--- src/rtl/slice_reg_pipe.sv ---
// Elastic register-slice pipeline: DEPTH stages of data+valid with ready/valid handshake,
// clock enable, synchronous local set/reset/preload and asynchronous global reset.
module slice_reg_pipe #(
    parameter int    WIDTH   = 8,
    parameter int    DEPTH   = 2,
    parameter string REGSET  = "RESET",
    parameter string SRMODE  = "LSR_OVER_CE",
    parameter string LSRMODE = "LSR",
    parameter string GSR     = "ENABLED"
) (
    input  logic             CLK,
    input  logic             GSR_N,
    input  logic             CE,
    input  logic             LSR,
    input  logic [WIDTH-1:0] M,
    input  logic [WIDTH-1:0] DI,
    input  logic             DI_VALID,
    output logic             DI_READY,
    output logic [WIDTH-1:0] DO,
    output logic             DO_VALID,
    input  logic             DO_READY
);

    localparam logic [WIDTH-1:0] REG_VAL  = (REGSET == "SET") ? {WIDTH{1'b1}} : {WIDTH{1'b0}};
    localparam bit               LSR_PRIO = (SRMODE == "LSR_OVER_CE");
    localparam bit               PRELOAD  = (LSRMODE == "PRLD");

    logic [WIDTH-1:0] d     [DEPTH];
    logic [WIDTH-1:0] d_nxt [DEPTH];
    logic [DEPTH-1:0] v;
    logic [DEPTH-1:0] v_nxt;
    logic [DEPTH-1:0] acc;
    logic             lsr_eff;

    assign lsr_eff = LSR & (LSR_PRIO | CE);

    // acc[k] is set when stage k can take a word: any stage at or above it is empty,
    // or the tail drains; this is what collapses bubbles while the output stalls.
    always_comb begin : acc_chain
        logic a;
        acc = '0;
        a = ~v[DEPTH-1] | DO_READY;
        acc[DEPTH-1] = a;
        for (int k = DEPTH - 2; k >= 0; k--) begin
            a = ~v[k] | a;
            acc[k] = a;
        end
    end

    assign DI_READY = GSR_N & CE & acc[0] & ~lsr_eff;

    always_comb begin
        v_nxt = v;
        for (int k = 0; k < DEPTH; k++) d_nxt[k] = d[k];
        if (lsr_eff) begin
            v_nxt = {DEPTH{PRELOAD}};
            for (int k = 0; k < DEPTH; k++) d_nxt[k] = PRELOAD ? M : REG_VAL;
        end else if (CE) begin
            if (acc[0]) begin
                d_nxt[0] = DI;
                v_nxt[0] = DI_VALID;
            end
            for (int k = 1; k < DEPTH; k++) begin
                if (acc[k]) begin
                    d_nxt[k] = d[k-1];
                    v_nxt[k] = v[k-1];
                end
            end
        end
    end

    always_ff @(posedge CLK or negedge GSR_N) begin
        if (!GSR_N) v <= '0;
        else        v <= v_nxt;
    end

    // Data registers only see the global reset when GSR is enabled.
    if (GSR == "ENABLED") begin : g_gsr
        always_ff @(posedge CLK or negedge GSR_N) begin
            if (!GSR_N) for (int k = 0; k < DEPTH; k++) d[k] <= REG_VAL;
            else        for (int k = 0; k < DEPTH; k++) d[k] <= d_nxt[k];
        end
    end else begin : g_nogsr
        always_ff @(posedge CLK) begin
            for (int k = 0; k < DEPTH; k++) d[k] <= d_nxt[k];
        end
    end

    assign DO       = d[DEPTH-1];
    assign DO_VALID = v[DEPTH-1];

endmodule
--- config.mk ---
export PLATFORM = sky130hd
export DESIGN_NAME = slice_reg_pipe
export DESIGN_NICKNAME = d
export VERILOG_FILES = /design/src/rtl/slice_reg_pipe.sv
export SDC_FILE = /design/constraint.sdc
export NUM_CORES = 1
export LEC_CHECK = 0
export CAP_MARGIN = 20
export CORE_AREA = 8 8 58 60
export DETAILED_ROUTE_END_ITERATION = 8
export DIE_AREA = 0 0 66 68
export MAX_ROUTING_LAYER = met4
export PLACE_DENSITY_LB_ADDON = 0.2
export SLEW_MARGIN = 20
export SYNTH_ARGS = -nofsm -noshare
export SYNTH_HDL_FRONTEND = slang
export SYNTH_SLANG_ARGS = --single-unit
export TNS_END_PERCENT = 10
--- constraint.sdc ---
create_clock -name CLK -period 1.2 [get_ports CLK]
set_input_delay 0.18 -clock CLK [delete_from_list [all_inputs] [get_ports CLK]]
set_output_delay 0.18 -clock CLK [all_outputs]
set_load 0.005 [all_outputs]
==> metrics.txt, run 1 <==
most frequent cells in the layout dfrtp_1 (18), nand2b_1 (17), clkdlybuf4s50_1 (13); vias in the first global route 748; Gate Count Post-Synth 90; Synth top area share 0.4898; Die Span Y between 60 and 70 microns; Slew HR 0.7612; clk_lat worst skew ~280 ps; Hold Fails Final Rpt 0; total clock sinks 18; placed insts between 100 and 150; slew at the pin closest to its max-slew limit 358.2 ps; CP Capture Type output port; CP startpoint v[1]; vias per std cell approximately 4.8; Detail Placement HPWL 1393 microns; Multi-input gate area around 380 sq um; Clock Path Buffers 2; Setup violations, final 11; Port Buffers 23; WP data required slightly above 1000 ps; # diodes 0; #FFs+latches synth 18; Cell Area, Synth 919.6 sq um; Finished Layout Cells between 100 and 150; largest net degree at the start of global routing 27; DIE WIDTH 66 microns; Root Buffer Master clkbuf_4; Detailed Route Iter0 Violations 40; most common cell after layout, fill and taps aside dfrtp_1; PwrDens roughly 960 nW/um^2; Initial Utilization 0.3582; Reg area roughly 450 sq um; worst hold path type in2async; placer congestion estimate between 0.7 and 0.8; Synth area leaders dfrtp_1 (49%), nand2b_1 (12%), mux2i_1 (8.7%), buf_4 (6.5%), a21oi_1 (4.9%); RSZ-0062 raised after global routing yes; cells on worst reg2reg path 5; failing checks negative setup slack; Clock transition at path regs approximately 100 ps; Post-Syn Area per Cell 10.22 sq um; Syn Nets about 110; final core utilization 0.4527; Final ANT Viol Nets 0; Filler cells between 200 and 300; sequential fraction of the synthesis area 0.4898; grt ovf 0; Max Freq a little over 700 MHz; Vias around 680; reg2reg end DO[2]; setup ws final -196.5 ps; Total GRT Usage 0.09972; flop-to-flop setup slack -50 ps; Wirelength per Cell roughly 14 microns; CP Max Fanout 2; type of the worst setup path reg2out; max-cap violations 0; status finished with violations; total die area 4488 sq um; TritonRoute pass-1 iters 4; peak supply drop 0.0004748 V; worst path arrival time ~1200 ps; P_leak 0.5472 nW; CTS tree built; ratio of cells with drive above 1 in the final layout 0.1441; final hold slack 316.9 ps; CTS H-tree depth 1; Yosys top cell by area dfrtp_1; number of antenna violations at the first check in global routing 0; Final Skew about 3.8 ps; area grow syn2layout 26.39%; fin crit share 1.164; crit path time final roughly 1400 ps; reg2reg start v[1]; Final Power about 0.0011 W; CTS buffer count 3; synth warn 0; startpoint types register; first-pass GRT wire length between 3000 and 4000 microns; Cell variety after synth 18; CORE AREA 2567 sq um; io pins 32; Cell Rows 19; DRC 0; Layout Nets 135; Final Slew Violations 0; DRT Wirelength slightly below 2000 microns
[registers in the layout, summed over array words and instances, names as in the netlist]
register / count
d: 8
v: 2
DO: 8
[cell families (layout without fill, tap and decap cells)]
kind of cell,count (synthesis),in the layout,synth area share
multiplexers,8,8,0.08708
buffers and inverters,14,35,0.1007
AND/OR/NAND/NOR,29,29,0.1918
flip-flops,18,18,0.4898
AO/OA/AOI/OAI,21,21,0.1306
[critical path, cell delays in order, from the launching register on]
cell and delay, ps:
dfrtp_1 390, nor2b_4 140, a21oi_4 130, and3b_1 170
buf_2 110
[metrics by stage]
| stage | cell area (sq um) | TNS (ps) | worst slack (ps) |
|---|---|---|---|
| 2_1_floorplan | 919.6 | -127.7 | -113.7 |
| 3_3_place_gp | 1145 | -3833 | -574.3 |
| 3_5_place_dp | 1145 | -4321 | -574.0 |
| 4_1_cts | 1160 | -257.5 | -249.5 |
| 5_1_grt | 1162 | -2116 | -274.7 |
| 6_report | 1162 | -495.1 | -196.5 |
[where the power goes]
group | total (W) | switching, W | internal (W)
Combinational | 0.000179 | 0.0000799 | 0.0000992
Clock | 0.000286 | 0.000170 | 0.000116
Sequential | 0.000649 | 0.0000149 | 0.000634
[final cells by class]
| class | count | area share |
|---|---|---|
| multi-input combinational | 58 | 0.3240 |
| timing repair buffer | 31 | 0.2325 |
| tap | 31 | 0.03337 |
| sequential | 18 | 0.3875 |
| inverter | 1 | 0.003229 |
| clock buffer | 3 | 0.01938 |
[cells in the mapped netlist]
library cell / count
buf_6: 1
o21ai_0: 9
nor2b_4: 1
nand2b_1: 17
a31oi_1: 1
nand2_1: 1
a21oi_1: 9
a21boi_0: 1
mux2i_1: 8
buf_4: 8
a21oi_4: 1
clkbuf_1: 2
and3b_1: 1
dfrtp_1: 18
inv_2: 1
nand3_1: 8
buf_2: 2
nor2_1: 1
[timing repair]
| action | 4_1_cts | 5_1_grt |
|---|---|---|
| setup buffers | 1 | 1 |
| pin swaps | 2 | 1 |
| hold endpoints to repair | 0 | 0 |
| setup endpoints to repair | 12 | 19 |
| hold buffers | 0 | 0 |
| resized for setup | 14 | 1 |
[worst max path at each step]
| stage | to | slack (ps) |
|---|---|---|
| detailed placement | DI_READY | -570 |
| global placement | DI_READY | -570 |
| floorplan | DI_READY | -110 |
| finish | DI_READY | -200 |
| CTS | DI_READY | -250 |
| global route | DI_READY | -270 |
[routing by layer]
metal	part of all wire	GRT usage
met5	0	-
met4	0.0082	0.04800
met3	0.072	0.02782
met2	0.43	0.1376
met1	0.49	0.1309
No activity file was read; power rests on OpenSTA's default activity.
==> run 2: changes to the inputs <==
--- a/config.mk
+++ b/config.mk
@@ -9,6 +9,7 @@
 export CORE_AREA = 8 8 58 60
 export DETAILED_ROUTE_END_ITERATION = 8
 export DIE_AREA = 0 0 66 68
+export GPL_TIMING_DRIVEN = 0
 export MAX_ROUTING_LAYER = met4
 export PLACE_DENSITY_LB_ADDON = 0.2
 export SLEW_MARGIN = 20
==> run 2 against run 1 <==
The run ends with negative hold slack, negative setup slack left. Count of clock-buffer cells in the layout up 1. Register-to-register slack better by 110 ps. Final cell count up 5.6%. Worst setup slack worse by 26 ps. Final area up 4.1%. Flip-flop and latch count unchanged. First-iteration DRC count down 10%. Clock power up 33%. Critical path depth unchanged. Non-clock buffer count up 7. Via count up 3.6%.
==> metrics.txt, run 2 (same netlist as run 1, synthesis figures left out) <==
Layout Nets 142 (+5.2%); CTS tree built; failing checks negative hold slack, negative setup slack; total die area 4488 sq um (unchanged); vias per std cell 4.667 (-2.0%); placer congestion estimate 0.7466 (+5.5%); Finished Layout Cells 150 (+5.6%); slew at the pin closest to its max-slew limit 482.5 ps (+124.3 ps); Hold Fails Final Rpt 18 (+18); grt peak-use layer met2; Final ANT Viol Nets 0 (unchanged); placed insts 144 (+5.1%); most frequent cells in the layout dfrtp_1 (18), buf_4 (18), nand2b_1 (17); grt met1 use 0.1216 (-0.009319); Slew HR 0.6783 (-0.08288); DRC 0 (unchanged); # diodes 0 (unchanged); worst hold path type in2async; Clock Path Buffers 2 (unchanged); met2 GRT Util 0.1230 (-0.01462); Pint 0.0009231 W (+8.7%); status finished with violations; Final Power 0.001214 W (+9.0%); Detail Placement HPWL 1356 microns (-2.7%); Wirelength per Cell 12.59 microns (-8.0%); Max Freq 703.2 MHz (-1.8%); Root Buffer Master clkbuf_4; TritonRoute pass-1 iters 4 (unchanged); final setup TNS -222.0 ps (+273.1 ps); Setup violations, final 1 (-10); P_leak 0.5688 nW (+3.9%); max-cap violations 0 (unchanged); final hold slack -87.61 ps (-404.5 ps); vias in the first global route 694 (-7.2%); CP Max Fanout 2 (unchanged); switch share 0.2396 (+0.002111); Design Area, Final 1210 sq um (+4.1%); Clock transition at path regs 100 ps (about the same); largest net degree at the start of global routing 20 (-26%); cells on worst reg2reg path 4 (-1); ratio of cells with drive above 1 in the final layout 0.2689 (+0.1248); PwrDens 1003 nW/um^2 (+4.7%); DRT Wirelength 1889 microns (-2.8%); fin crit share 1.185 (+0.02127); CTS buffer count 3 (unchanged); io pins 32 (unchanged); Cell Area, Placed 1189 sq um (+3.8%); worst path arrival time 1240 ps (+20 ps); CP peak stage delay 390 ps (about the same); Buffers & Inverters on Critical Path 1 (unchanged); Die Span Y 68 microns (unchanged); met3 GRT Util 0.02946 (+0.001637); Crit-path slowest cell dfrtp_1; critical path depth 4 (unchanged); first-pass GRT wire length 3174 microns (-6.5%); Clock power frac 0.314 (+0.057); Cell Rows 19 (unchanged); CORE AREA 2567 sq um (unchanged); setup ws final -222.0 ps (-25.52 ps); Port Buffers 23 (unchanged); Initial Utilization 0.3582 (unchanged); area grow syn2layout 31.56%; Comb pwr share 0.151 (-0.010); total clock sinks 18 (unchanged); Vias 700 (+3.6%); Final Slew Violations 0 (unchanged); peak supply drop 0.0006577 V (+39%); number of antenna violations at the first check in global routing 0 (unchanged); crit path time final 1422 ps (+25.52 ps); Final Skew 1.268 ps (-2.541 ps); DIE WIDTH 66 microns (unchanged); WP data required 1020 ps (about the same); type of the worst setup path reg2out; register share of total power 0.536 (-0.046); CP Capture Type output port; Top delay family on crit path flip-flops; RSZ-0062 raised after global routing yes; Total GRT Usage 0.09356 (-0.006155); clk_lat worst skew 300 ps (+20 ps); grt ovf 0 (unchanged); worst path cell trace nor2b_4 > a21oi_4 > and3b_1 > buf_2; Detailed Route Iter0 Violations 36 (-10%); switching power 0.0002908 W (+9.9%); Filler cells 259 (-2.3%); CTS H-tree depth 1 (unchanged); startpoint types register
run 2: final cells by class:
| class | instances | area [sq um] | area share |
|---|---|---|---|
| Buffer | 12 | 83.83 | 0.06929 |
| Clock buffer | 4 | 36.28 | 0.02999 |
| Inverter | 1 | 3.754 | 0.003102 |
| Multi-Input combinational cell | 58 | 376.6 | 0.3113 |
| Sequential cell | 18 | 450.4 | 0.3723 |
| Tap cell | 31 | 38.79 | 0.03206 |
| Timing Repair Buffer | 26 | 220.2 | 0.1820 |
run 2: worst paths after layout:
kind                       start       end  slack (ps)
setup / recovery            v[1]  DI_READY        -220
hold / removal             GSR_N     DO[2]         -90
setup reg to reg            v[1]     d[14]          60
hold reg to reg             d[9]     DO[1]         550
max in group asynchronous  GSR_N     DO[6]         960
min in group CLK             LSR     d[12]         410
run 2: layer usage:
layer  up-vias  share of wire
li1        354              -
met1       316           0.52
met2        25           0.38
met3         5          0.073
met4         0          0.024
met5         -              0
run 2: through the flow:
step | utilization | setup WS [ps]
floorplan | - | -113.7
global placement | 0.4630 | -1018
detailed placement | 0.4630 | -1033
CTS | 0.4722 | -263.5
global route | 0.4712 | -295.1
finish | 0.4712 | -222.0
run 2: timing repair:
item                                    4_1_cts  5_1_grt
endpoints found under the hold margin        18       18
endpoints found under the setup margin       28       12
resized for setup                            23        2
cloned                                        0        0
setup buffers                                 3        0
pin swaps                                     1        1
run 2: power groups by stage:
stage / Clock, W / Combinational [W] / Sequential, W
final: 0.000381 / 0.000183 / 0.000650
after global routing: 0.000427 / 0.000204 / 0.000655
after CTS: 0.000397 / 0.000187 / 0.000650
after detailed placement: 0 / 0.000190 / 0.000663
after global placement: 0 / 0.000187 / 0.000662
after floorplan: 0 / 0.0000912 / 0.000658
